**config.mk**
```make
export PLATFORM = sky130hd
export DESIGN_NAME = instr_fetch_unit
export DESIGN_NICKNAME = d
export VERILOG_FILES = /design/src/rtl/instr_fetch_unit.sv
export SDC_FILE = /design/constraint.sdc
export NUM_CORES = 1
export LEC_CHECK = 0
export BUFFER_PORTS_ARGS = -buffer_cell sky130_fd_sc_hd__buf_4
export CAP_MARGIN = 20
export CORE_UTILIZATION = 45
export CTS_BUF_LIST = sky130_fd_sc_hd__clkbuf_8
export DETAILED_ROUTE_END_ITERATION = 6
export PLACE_DENSITY = 0.71
export SETUP_SLACK_MARGIN = 0.3
export SLEW_MARGIN = 20
export SYNTH_ARGS = -nofsm -noshare
export SYNTH_HDL_FRONTEND = slang
export SYNTH_SLANG_ARGS = --single-unit
```
**constraint.sdc**
```tcl
create_clock -name clk -period 7.8 [get_ports clk]
set_input_delay 0.39 -clock clk [delete_from_list [all_inputs] [get_ports clk]]
set_output_delay 0.39 -clock clk [all_outputs]
set_load 0.1 [all_outputs]
```
**src/rtl/instr_fetch_unit.sv**
```systemverilog
// Instruction fetch: owns the PC, addresses the ROM and queues {pc, instr} toward decode.
// Build option: define IFETCH_MISALIGN_CHECK_EN to trap misaligned redirect targets (adds out_fault).
`ifndef DATA_WIDTH
`define DATA_WIDTH 32
`endif
`ifndef INSTR_WIDTH
`define INSTR_WIDTH 32
`endif

module instr_fetch_unit #(
   parameter logic [`DATA_WIDTH-1:0] RESET_PC   = 32'h0000_0000,
   parameter int                     FIFO_DEPTH = 4
) (
   input  logic                    clk,
   input  logic                    rst_n,
   output logic [`DATA_WIDTH-1:0]  imem_addr,
   input  logic [`INSTR_WIDTH-1:0] imem_instr,
   input  logic                    redirect_valid,
   input  logic [`DATA_WIDTH-1:0]  redirect_pc,
   output logic                    out_valid,
   input  logic                    out_ready,
   output logic [`DATA_WIDTH-1:0]  out_pc,
   output logic [`INSTR_WIDTH-1:0] out_instr
`ifdef IFETCH_MISALIGN_CHECK_EN
   ,
   output logic                    out_fault
`endif
);

   localparam int                      AW      = $clog2(FIFO_DEPTH);
   localparam int                      PW      = AW + 1;
   localparam logic [PW-1:0]           DEPTH_P = PW'(FIFO_DEPTH);
   localparam logic [PW-1:0]           PTR_ONE = PW'(1);
   localparam logic [`DATA_WIDTH-1:0]  PC_STEP = `DATA_WIDTH'(4);
   localparam logic [`INSTR_WIDTH-1:0] NOP     = `INSTR_WIDTH'(32'h0000_0013);

   typedef enum logic [1:0] {ST_FETCH, ST_FAULT, ST_HALTED} state_t;

   state_t                  state;
   logic [`DATA_WIDTH-1:0]  fetch_pc;
   logic [PW-1:0]           rd_ptr;
   logic [PW-1:0]           wr_ptr;
   logic [PW-1:0]           count;
   logic [AW-1:0]           rd_idx;
   logic [AW-1:0]           wr_idx;
   logic                    empty;
   logic                    full;
   logic                    pop;
   logic                    push;
   logic                    space;
   logic [`INSTR_WIDTH-1:0] push_instr;

   logic [`DATA_WIDTH-1:0]  mem_pc    [FIFO_DEPTH];
   logic [`INSTR_WIDTH-1:0] mem_instr [FIFO_DEPTH];
`ifdef IFETCH_MISALIGN_CHECK_EN
   logic                    mem_fault [FIFO_DEPTH];

   function automatic logic misaligned(input logic [`DATA_WIDTH-1:0] pc);
      return (pc[1:0] != 2'b00);
   endfunction
`else
   function automatic logic [`DATA_WIDTH-1:0] align_pc(input logic [`DATA_WIDTH-1:0] pc);
      return pc & ~`DATA_WIDTH'(3);
   endfunction
`endif

   assign imem_addr = fetch_pc;
   assign rd_idx    = rd_ptr[AW-1:0];
   assign wr_idx    = wr_ptr[AW-1:0];

   // A redirect voids any handshake in the same cycle, so it masks out_valid directly.
   always_comb begin
      count      = wr_ptr - rd_ptr;
      empty      = (count == '0);
      full       = (count == DEPTH_P);
      out_valid  = ~empty & ~redirect_valid;
      pop        = out_valid & out_ready;
      space      = ~full | pop;
      push       = ~redirect_valid & space & ((state == ST_FETCH) | (state == ST_FAULT));
      push_instr = (state == ST_FAULT) ? NOP : imem_instr;
   end

   // Head fields read as zero while the queue is empty.
   assign out_pc    = empty ? '0 : mem_pc[rd_idx];
   assign out_instr = empty ? '0 : mem_instr[rd_idx];
`ifdef IFETCH_MISALIGN_CHECK_EN
   assign out_fault = ~empty & mem_fault[rd_idx];
`endif

   always_ff @(posedge clk) begin
      if (push) begin
         mem_pc[wr_idx]    <= fetch_pc;
         mem_instr[wr_idx] <= push_instr;
`ifdef IFETCH_MISALIGN_CHECK_EN
         mem_fault[wr_idx] <= (state == ST_FAULT);
`endif
      end
   end

   always_ff @(posedge clk or negedge rst_n) begin
      if (!rst_n) begin
         fetch_pc <= RESET_PC;
         rd_ptr   <= '0;
         wr_ptr   <= '0;
         state    <= ST_FETCH;
      end else if (redirect_valid) begin
         rd_ptr <= '0;
         wr_ptr <= '0;
`ifdef IFETCH_MISALIGN_CHECK_EN
         fetch_pc <= redirect_pc;
         state    <= misaligned(redirect_pc) ? ST_FAULT : ST_FETCH;
`else
         fetch_pc <= align_pc(redirect_pc);
         state    <= ST_FETCH;
`endif
      end else begin
         if (pop)  rd_ptr <= rd_ptr + PTR_ONE;
         if (push) wr_ptr <= wr_ptr + PTR_ONE;
         case (state)
            ST_FETCH:  if (push) fetch_pc <= fetch_pc + PC_STEP;
            ST_FAULT:  if (push) state <= ST_HALTED;
            default:   state <= ST_HALTED;
         endcase
      end
   end

endmodule
```
==> out/qor.txt <==
gr usage total = 18.4%
fill count = 2,049
vias per cell = 5.34
Residual DRC = 0
crit end category = primary output
largest net degree at the start of global routing = 69
final period utilization = 55.9%
die height = 164 µm
PortBufs = 158
initial antenna violation count = 0
layout cells sized above 1 = 35.6%
Slew HR = 30.5%
crit start category = flip-flop
dominant cell by count in the synthesized netlist = edfxtp_1
final core utilization = 55.5%
Seq/Total Area, Yosys = 70.8%
area leader, netlist = edfxtp_1
CTS resizes = 0
Synth cell types = 42
placed cell count = 1,108
clk root buf = clkbuf_8
outcome = finished, final reports clean
ys flop type = edfxtp_1
clock buffer depth = 3
via count = 6,331
synthesized cell area = 11,800 µm²
Avg Inst Size Synth = 18.2 µm²
Layout area overhead = 19.5%
number of synthesis warnings = 0
DRT Pass-1 Iters = 4
first-pass GRT wire length = 37.1 mm
FP Rows = 58
WP data required = 7410 ps
GRT overflow = 0
Ports = 165
n_diodes = 0
WL final = 24.1 mm
clock skew = 10.6 ps
Async SR Flop Fraction = 13.0%
Synth top cells by count = edfxtp_1, nor2b_1, mux4_2
Slew @ Worst Pin = 1040 ps
Post-synth EDFFs = 248
Sink Count = 285
setup TNS = 0 ps
Initial DRC Count = 349
minimum clock period = 4360 ps
TritonCTS clock tree = built
Num CTS Buffers = 46
H-tree Lvls = 2
Initial Utilization = 46.5%
fin nets = 903
fin. max-slew vios = 0
unrepaired setup endpoints after global routing = no
Synth Instances = 652
top-area cell type share of the netlist area = 62.9%
Die W = 164 µm
clock transition at the registers of the reported paths = 60 ps
Setup CP Type = flip-flop to primary output
Core ar. = 25,500 µm²
number of global-route vias before repair = 6,694
Crit Path Max Fanout = 65
Area contributors post-synth = edfxtp_1, mux4_2, dfrtp_1, nor2b_1, xnor2_1
later-pin clock latency in the skew report = 540 ps
Final Hold Fails = 0
FMAX = 0.230 GHz
die area = 27,000 µm²
Detail Route Antenna Nets = 0
Data arrival, critical path = 3970 ps
Max Cap Viol = 0
synthesized flop and latch total = 285
RePlAce Congestion = 0.724
routed len/inst = 20.4 µm
final std cells w/o fill = 1,185
Detailed Place HPWL = 13.7 mm
final count of negative-setup-slack endpoints = 0
worst hold path type = input port to flip-flop
## stage by stage
stage,hold slack (ps),instance area (µm²),worst slack (ps)
4_1_cts,10.6,14100,3270
3_5_place_dp,405,13300,3870
6_report,50.3,14100,3440
2_1_floorplan,94.4,11800,3780
5_1_grt,18.7,14100,3120
3_3_place_gp,396,13300,3900
## worst max-delay path, cell delays in order (launching register included)
cell and delay, ps:
dfrtp_4 1100, inv_1 100, ha_1 230, nor2b_1 280
xnor2_4 220, nor2_4 440, buf_4 590, nor2b_1 160
buf_4 270
## final cells by class
type | count | area [µm²] | area share, %
clock buffers | 47 | 647 | 4.57
clock inverters | 29 | 143 | 1.01
flip-flops and latches | 285 | 8380 | 59.2
repair buffers | 163 | 1230 | 8.67
inverters | 8 | 30.0 | 0.212
well taps | 330 | 413 | 2.92
multi-input cells | 323 | 3310 | 23.4
## sequential cells by signal (all words and copies together) (netlist names)
name,flops
imem_addr,30
mem_instr,128
mem_pc,120
rd_ptr,3
state,1
wr_ptr,3
## what timing repair did
action                                 in CTS  in global routing
endpoints found under the hold margin      37                  0
hold buffers                                1                  0
setup buffers                               0                  0
## per-layer routing
layer  global-route usage (%)  part of all wire (%)
met5                        0                     0
met4                     6.14                   1.8
met1                     24.7                    43
met3                     3.89                   5.5
met2                     29.9                    49
## placed cells by master (no fill, tap or decap), types with 7 or more instances in the layout
master	n
a2111oi_2	7
a211oi_1	13
nand2_1	41
clkbuf_8	47
inv_1	24
nor2_1	10
o21ai_0	21
o21ai_1	7
clkinv_1	8
edfxtp_1	248
mux4_2	62
ha_1	8
xnor2_1	28
dfrtp_1	35
buf_4	162
nor2b_1	64
## cell families (layout without fill, tap and decap cells)
family                     count (synthesis)  in the layout  synth area share [%]
adders and majority gates                  8              8                 0.846
xor gates and xnor gates                  33             33                  2.57
DFF                                      285            285                  70.8
and+or+nand+nor                          148            148                  7.19
muxes                                     67             67                  12.2
buffers and inverters                     47            247                  1.83
AOI/OAI and AO/OA                         63             63                  4.55
other                                      1              4                0.0317
## worst paths after layout
check | depth (start not counted) | startpoint | to | slack, ps
worst max-delay path | 8 | rd_ptr[1] | out_pc[17] | 3440
worst min-delay path | 1 | imem_instr[3] | mem_instr[2][3] | 50
worst max register to register | 6 | rd_ptr[1] | mem_instr[1][17] | 4140
worst min register to register | 2 | wr_ptr[2] | wr_ptr[2] | 600
max in group asynchronous | 2 | rst_n | rd_ptr[0] | 7020
min in group asynchronous | 2 | rst_n | imem_addr[26] | 370
Power is left out: the tool's default activity adds up to more than one toggle a clock period on the data nets, which glitch-free logic cannot reach.
